--- src/rtl/frame_load_ctrl.sv ---
// Frame load controller: turns a stream of config words into one column
// frame. An address word selects a column (or all columns) and a strobe
// mask. The next NumberOfRows words fill the row registers, starting at
// row 0. The controller then strobes the mask into the selected column(s)
// for exactly one cycle.
//
// Handshake: a word is transferred on every rising edge where WriteStrobe
// is 1. There is no back-pressure, so the block accepts a word on every
// cycle. Abort in the same cycle wins, and that word is dropped.
module frame_load_ctrl #(
    parameter int NumberOfRows     = 8,
    parameter int NumberOfCols     = 10,
    parameter int FrameBitsPerRow  = 32,
    parameter int MaxFramesPerCol  = 20,
    parameter int FrameSelectWidth = 5,
    parameter logic [FrameBitsPerRow-1:0] PadWord = 32'h12345678
) (
    input  logic                                        CLK,
    input  logic                                        resetn,
    input  logic [FrameBitsPerRow-1:0]                  WriteData,
    input  logic                                        WriteStrobe,
    input  logic                                        Abort,
    input  logic                                        ClearError,
    output logic [FrameBitsPerRow*(NumberOfRows+2)-1:0] FrameData,
    output logic [MaxFramesPerCol*NumberOfCols-1:0]     FrameStrobe,
    output logic                                        Busy,
    output logic                                        FrameDone,
    output logic                                        AddrError,
    output logic [1:0]                                  debug_state
);

    localparam int RowW = (NumberOfRows > 1) ? $clog2(NumberOfRows) : 1;

    typedef enum logic [1:0] {
        S_IDLE   = 2'd0,
        S_DATA   = 2'd1,
        S_STROBE = 2'd2
    } state_t;

    state_t                      state;
    state_t                      state_next;
    logic [FrameSelectWidth-1:0] addr_col;
    logic [FrameSelectWidth-1:0] col_q;
    logic [MaxFramesPerCol-1:0]  mask_q;
    logic                        bcast_q;
    logic [RowW-1:0]             row_cnt;
    logic [FrameBitsPerRow-1:0]  rows [NumberOfRows];

    logic addr_cycle;
    logic addr_bcast;
    logic addr_legal;
    logic addr_ok;
    logic addr_bad;
    logic data_write;
    logic last_row;

    // Outside DATA, every accepted word is an address word. Inside DATA it never is.
    assign addr_col   = WriteData[FrameBitsPerRow-1 -: FrameSelectWidth];
    assign addr_cycle = WriteStrobe && !Abort && (state != S_DATA);
    assign addr_bcast = &addr_col;
    assign addr_legal = int'(addr_col) < NumberOfCols;
    assign addr_ok    = addr_cycle && (addr_bcast || addr_legal);
    assign addr_bad   = addr_cycle && !addr_bcast && !addr_legal;
    assign data_write = WriteStrobe && !Abort && (state == S_DATA);
    assign last_row   = (row_cnt == RowW'(NumberOfRows - 1));

    assign debug_state = state;

    // State register
    always_ff @(posedge CLK or negedge resetn) begin
        if (!resetn) begin
            state <= S_IDLE;
        end else begin
            state <= state_next;
        end
    end

    // Next-state logic: Abort always returns to IDLE; STROBE chains into DATA with no bubble
    always_comb begin
        state_next = state;
        case (state)
            S_IDLE: begin
                if (addr_ok) state_next = S_DATA;
            end
            S_DATA: begin
                if (Abort)                      state_next = S_IDLE;
                else if (data_write && last_row) state_next = S_STROBE;
            end
            S_STROBE: begin
                state_next = addr_ok ? S_DATA : S_IDLE;
            end
            default: state_next = S_IDLE;
        endcase
    end

    // Outputs: strobe and done exist only during the single STROBE cycle
    always_comb begin
        Busy        = (state == S_DATA) || (state == S_STROBE);
        FrameDone   = (state == S_STROBE);
        FrameStrobe = '0;
        if (state == S_STROBE) begin
            for (int c = 0; c < NumberOfCols; c++) begin
                if (bcast_q || (col_q == FrameSelectWidth'(c))) begin
                    FrameStrobe[c*MaxFramesPerCol +: MaxFramesPerCol] = mask_q;
                end
            end
        end
    end

    // Frame target, row pointer and sticky error; an illegal address latches nothing
    always_ff @(posedge CLK or negedge resetn) begin
        if (!resetn) begin
            row_cnt   <= '0;
            col_q     <= '0;
            mask_q    <= '0;
            bcast_q   <= 1'b0;
            AddrError <= 1'b0;
        end else begin
            if (Abort) begin
                row_cnt <= '0;
            end else if (addr_ok) begin
                row_cnt <= '0;
                col_q   <= addr_col;
                mask_q  <= WriteData[MaxFramesPerCol-1:0];
                bcast_q <= addr_bcast;
            end else if (data_write) begin
                row_cnt <= last_row ? '0 : row_cnt + RowW'(1);
            end
            if (addr_bad) begin
                AddrError <= 1'b1;
            end else if (ClearError) begin
                AddrError <= 1'b0;
            end
        end
    end

    // Row registers keep their contents until rewritten, so FrameData is stable between writes
    always_ff @(posedge CLK or negedge resetn) begin
        if (!resetn) begin
            for (int r = 0; r < NumberOfRows; r++) begin
                rows[r] <= '0;
            end
        end else if (data_write) begin
            rows[row_cnt] <= WriteData;
        end
    end

    // Frame data bus: pad word, rows from highest to lowest, pad word
    assign FrameData[FrameBitsPerRow-1:0] = PadWord;
    assign FrameData[FrameBitsPerRow*(NumberOfRows+2)-1 -: FrameBitsPerRow] = PadWord;
    for (genvar r = 0; r < NumberOfRows; r++) begin : g_rows
        assign FrameData[FrameBitsPerRow*(r+1) +: FrameBitsPerRow] = rows[r];
    end

endmodule

--- config.mk ---
export PLATFORM = sky130hd
export DESIGN_NAME = frame_load_ctrl
export DESIGN_NICKNAME = d
export VERILOG_FILES = /design/src/rtl/frame_load_ctrl.sv
export SDC_FILE = /design/constraint.sdc
export NUM_CORES = 1
export LEC_CHECK = 0
export CAP_MARGIN = 20
export CORE_AREA = 10 10 209 211
export DETAILED_ROUTE_END_ITERATION = 10
export DIE_AREA = 0 0 219 221
export PLACE_DENSITY = 0.74
export SYNTH_ARGS = -nofsm -noshare
export SYNTH_HDL_FRONTEND = slang
export SYNTH_SLANG_ARGS = --single-unit
--- constraint.sdc ---
create_clock -name CLK -period 5.17 [get_ports CLK]
set_input_delay 0.7755 -clock CLK [delete_from_list [all_inputs] [get_ports CLK]]
set_output_delay 0.7755 -clock CLK [all_outputs]
set_load 0.005 [all_outputs]
Word level (Yosys, flattened, before mapping):

Cells that the tools add are included.

* register bits: 288
* output and inout port bits: 525

* equal/unequal tests: 15
* reductions and logical operators: 30
* $add $sub $neg: 1
* order comparisons: 3
* multiplexer cells: 25
* bitwise operators: 2

Operators with widths (count)
* $bwmux 256: 1
* $mux 20: 10
* $mux 200: 1
* $demux 32 s3: 1
* $mux 32: 1
* $eq 5x3->1 const B: 4
* $logic_or 1x1->1: 12
* $mux 3: 4
* $eq 5x2->1 const B: 2
* $eq 5x4->1 const B: 2
* $logic_and 1x1->1: 8
* $mux 2: 3
* $pmux 2 s3: 1
* $eq 5x1->1 const B: 1
* $logic_not 5->1: 1
* $lt 5x4->1 const B: 1
* $reduce_and 5->1: 1
* $ge 4x4->1 const B: 1
* $lt 4x1->1 const B: 1
* $not 3->4: 1
* $reduce_and 2->1: 2
* $add 3x1->3 const B: 1
* $eq 3x3->1 const B: 1
* $logic_not 1->1: 3
* 10 further kinds: 12

Logic depth before layout (Yosys ltp):

* depth after elaboration: 7
* gate-level depth with buffers: 7
* depth with buffers taken out: 6

Worst setup path after synthesis:

OpenSTA, ideal clock, no wires.

* kind: flip-flop to output port
* from: reg state[0], in the netlist debug_state[0]
* to: out FrameStrobe[0]
* setup slack: 3.029 ns
* stages on the path, launching flop included: 6
* path buffers: 1
* data required time: 4.394 ns
* arrival time: 1.366 ns
* cells stage by stage: dfrtp_1 -> inv_1 -> ha_1 -> clkbuf_1 -> nand2_1 -> nor2_1

* cells in the longest elaborated chain, start to end: 2

RTL lines
* from (decl): RTL line 40 `state_t state;`
* from (signal assigned): RTL line 74 `state <= state_next;`
* $eq 2x2->1
* via FrameDone: RTL line 27 `output logic FrameDone,`
* $mux 200: RTL line 101 `if (state == S_STROBE) begin`
* to (decl): RTL line 25 `output logic [MaxFramesPerCol*NumberOfCols-1:0] FrameStrobe,`

The timed path passes the listed nets, and every way through them passes these cells.

Worst setup path in the final report:

* from: reg state[0], in the netlist debug_state[0]
* to: out FrameStrobe[52]

* cells in the longest elaborated chain, start to end: 2

RTL lines (RTL line)
* $eq 2x2->1: 101
* $mux 200: 101

No other way between the ends.

==> out/results.txt <==
status = completed
first-pass GRT wire length = 72280 µm
CTS Sinks = 288
number of buffers created by CTS = 34
CP Max Fanout = 12
diode count = 0
Rows = 73
Root Buffer = clkbuf_16
die area = 48400 µm²
mux cell area share after synthesis = 25.75%
DRT iter0 DRCs = 471
Remaining DRCs = 0
Final period util = 76.51%
# IOs = 562
Setup Fix Bufs, Post-CTS = 0
crit path kind = flop to output port
RR Endpoint = FrameData[263]$_DFFE_PN0P_
vias in the first global route = 9862
CTS max path bufs = 3
final-report hold violation count = 0
final wirelength = 51440 µm
clock latency on the worst-skew pair = 0.54 ns
Worst R2R Path Depth = 6
Avg Cell Area, Syn = 12.73 µm²
nets = 1528
Yosys Warn Count = 0
largest family of logic cells by synthesized area = multiplexers
Post-Synth XOR/XNOR Area = 0%
final clock skew = 0.02170 ns
hpwl dp = 37970 µm
Slew Limit Fails = 0
shortest period the worst path allows = 3.956 ns
simple-gate portion of the synthesized area = 8.782%
Power Dens Cells = 389.2 nW/µm²
Worst Tran Pin Value = 1.058 ns
Synth Register Bits = 288
Yosys cell types = 35
Final setup viols = 0
Routability Congestion = 0.7862
Slew headroom = 29.31%
most frequent cells in the layout = 496 x clkdlybuf4s50_1, 288 x dfrtp_1, 247 x mux2_2
Initial Utilization = 31.92%
Clock Pin Slew Worst Setup and Hold Paths = 0.06 ns
vias post-DR = 9495
DIE HEIGHT = 221 µm
setup TNS = 0 ns
Via-to-Cell Ratio = 4.666
Mapped Cells = 989
dominant synthesized flop cell = dfrtp_1
sequential fraction of the synthesis area = 57.22%
Remaining Overflow, GRT = 0
RSZ-0062 raised after global routing = false
H-Tree Depth = 2
dpl cell area = 17950 µm²
Worst Setup End Kind = output port
core area = 39460 µm²
die extent in x = 219 µm
Final Cell Area = 19030 µm²
pin count of the biggest net entering global routing = 158
Synth Cell Area = 12590 µm²
CP Data Required Time = 4.39 ns
Synth Area in Compound Gates = 1.033%
crit path from = debug_state[0]$_DFFE_PN0P_
Area growth syn-to-layout = 51.08%
layout cells sized above 1 = 23.84%
WP data arrival = 3.18 ns
Post-synth EDFFs = 0
most common cell after layout, fill and taps aside = clkdlybuf4s50_1
DR pass1 iterations = 4
gr usage total = 20.37%
Adder-Cell Fraction of Synth Area = 0.5961%
Max VDD drop = 283.5 µV
Pleak = 8.388 nW
post-CTS sizing = 0
CP Launch Type = flop
WL per Instance = 25.28 µm
max cap viols = 0
type of the most critical hold path = input pin to asynchronous set/reset pin
PortBufs = 497
Final ANT Viol Nets = 0
worst r2r src = debug_state[1]$_DFFE_PN0P_
CTS tree = yes
fmax = 252.8 MHz
fraction of registers with async set/reset = 100.0%
Reg2Reg Setup Slack = 2.38 ns
# hold bufs at CTS = 0
antenna violations before repair = 0
[state kept, by name (all words and copies together) (netlist names)]
register / cells
col_q: 5
FrameData: 256
AddrError: 1
debug_state: 2
mask_q: 20
row_cnt: 3
bcast_q: 1
[layer usage]
layer / track usage (%) / vias up / wire, µm
li1: - / 4191 / -
met1: 22.45 / 4839 / 18890
met2: 36.43 / 415 / 26450
met3: 7.149 / 50 / 5307
met4: 4.921 / 0 / 794
met5: 0 / - / 0
[logic make-up (layout without fill, tap and decap cells)]
kind of cell    count (synthesis)  in the layout
fa+ha+maj                       6              6
mux                           281            281
buf+inv                       128            587
other cells                     2             64
flops                         288            288
simple gates                  262            262
compound gates                 22             22
[synth_stat cells, drive strengths merged, types with 4 or more instances]
cell / n / area share (%)
a31oi: 6 / 0.30
dfrtp: 288 / 57
nand3: 4 / 0.16
o21ai: 4 / 0.16
mux2: 280 / 26
nor3: 5 / 0.42
a21oi: 8 / 0.32
inv: 8 / 0.24
clkbuf: 25 / 0.76
nor2: 208 / 6.3
nand2: 28 / 0.83
nand3b: 5 / 0.30
ha: 6 / 0.60
buf: 95 / 5.6
nor3b: 4 / 0.24
[power breakdown]
part           total [mW]  switching, mW  internal (mW)
combinational        2.27           1.18           1.09
clock                2.32          0.954           1.37
sequential           2.81          0.214           2.60
total                7.41           2.35           5.06
[critical path: stages, from the launching register on]
cell             delay, ns
dfrtp_1               0.43
inv_1                 0.12
ha_1                  0.49
buf_4                 0.28
nand2_1               0.49
nor2_1                0.29
clkdlybuf4s50_1       0.55
[worst max path at each step]
stage | end | slack (ns) | depth (start not counted)
after floorplan | FrameStrobe[0] | 3.03 | 5
after global placement | FrameStrobe[151] | 1.66 | 6
after global routing | FrameStrobe[151] | 0.94 | 6
after detailed placement | FrameStrobe[151] | 1.62 | 6
final | FrameStrobe[52] | 1.21 | 6
after CTS | FrameStrobe[151] | 1.04 | 6
[metrics by stage]
step                instances  hold slack (ns)  worst slack, ns  total power [mW]  utilization (%)
CTS                      2035          0.01249            1.036             7.510            48.22
global route             2035          0.02703           0.9364             7.758            48.22
global placement         1972           0.4700            1.664             5.064            45.42
finish                   2035          0.04643            1.214             7.406            48.22
floorplan                1051           0.4792            3.029             3.716                -
detailed placement       1974           0.4770            1.616             5.151            45.50
[final cells by class]
| cell class | instances | area, µm² |
|---|---|---|
| Fill cell | 3499 | 20430 |
| Sequential cell | 288 | 7207 |
| Timing Repair Buffer | 518 | 5177 |
| Multi-Input combinational cell | 635 | 4882 |
| Clock buffer | 50 | 972.2 |
| Tap cell | 525 | 656.9 |
| Clock inverter | 11 | 102.6 |
| Inverter | 8 | 30.03 |
No activity file was read; power rests on OpenSTA's default activity.
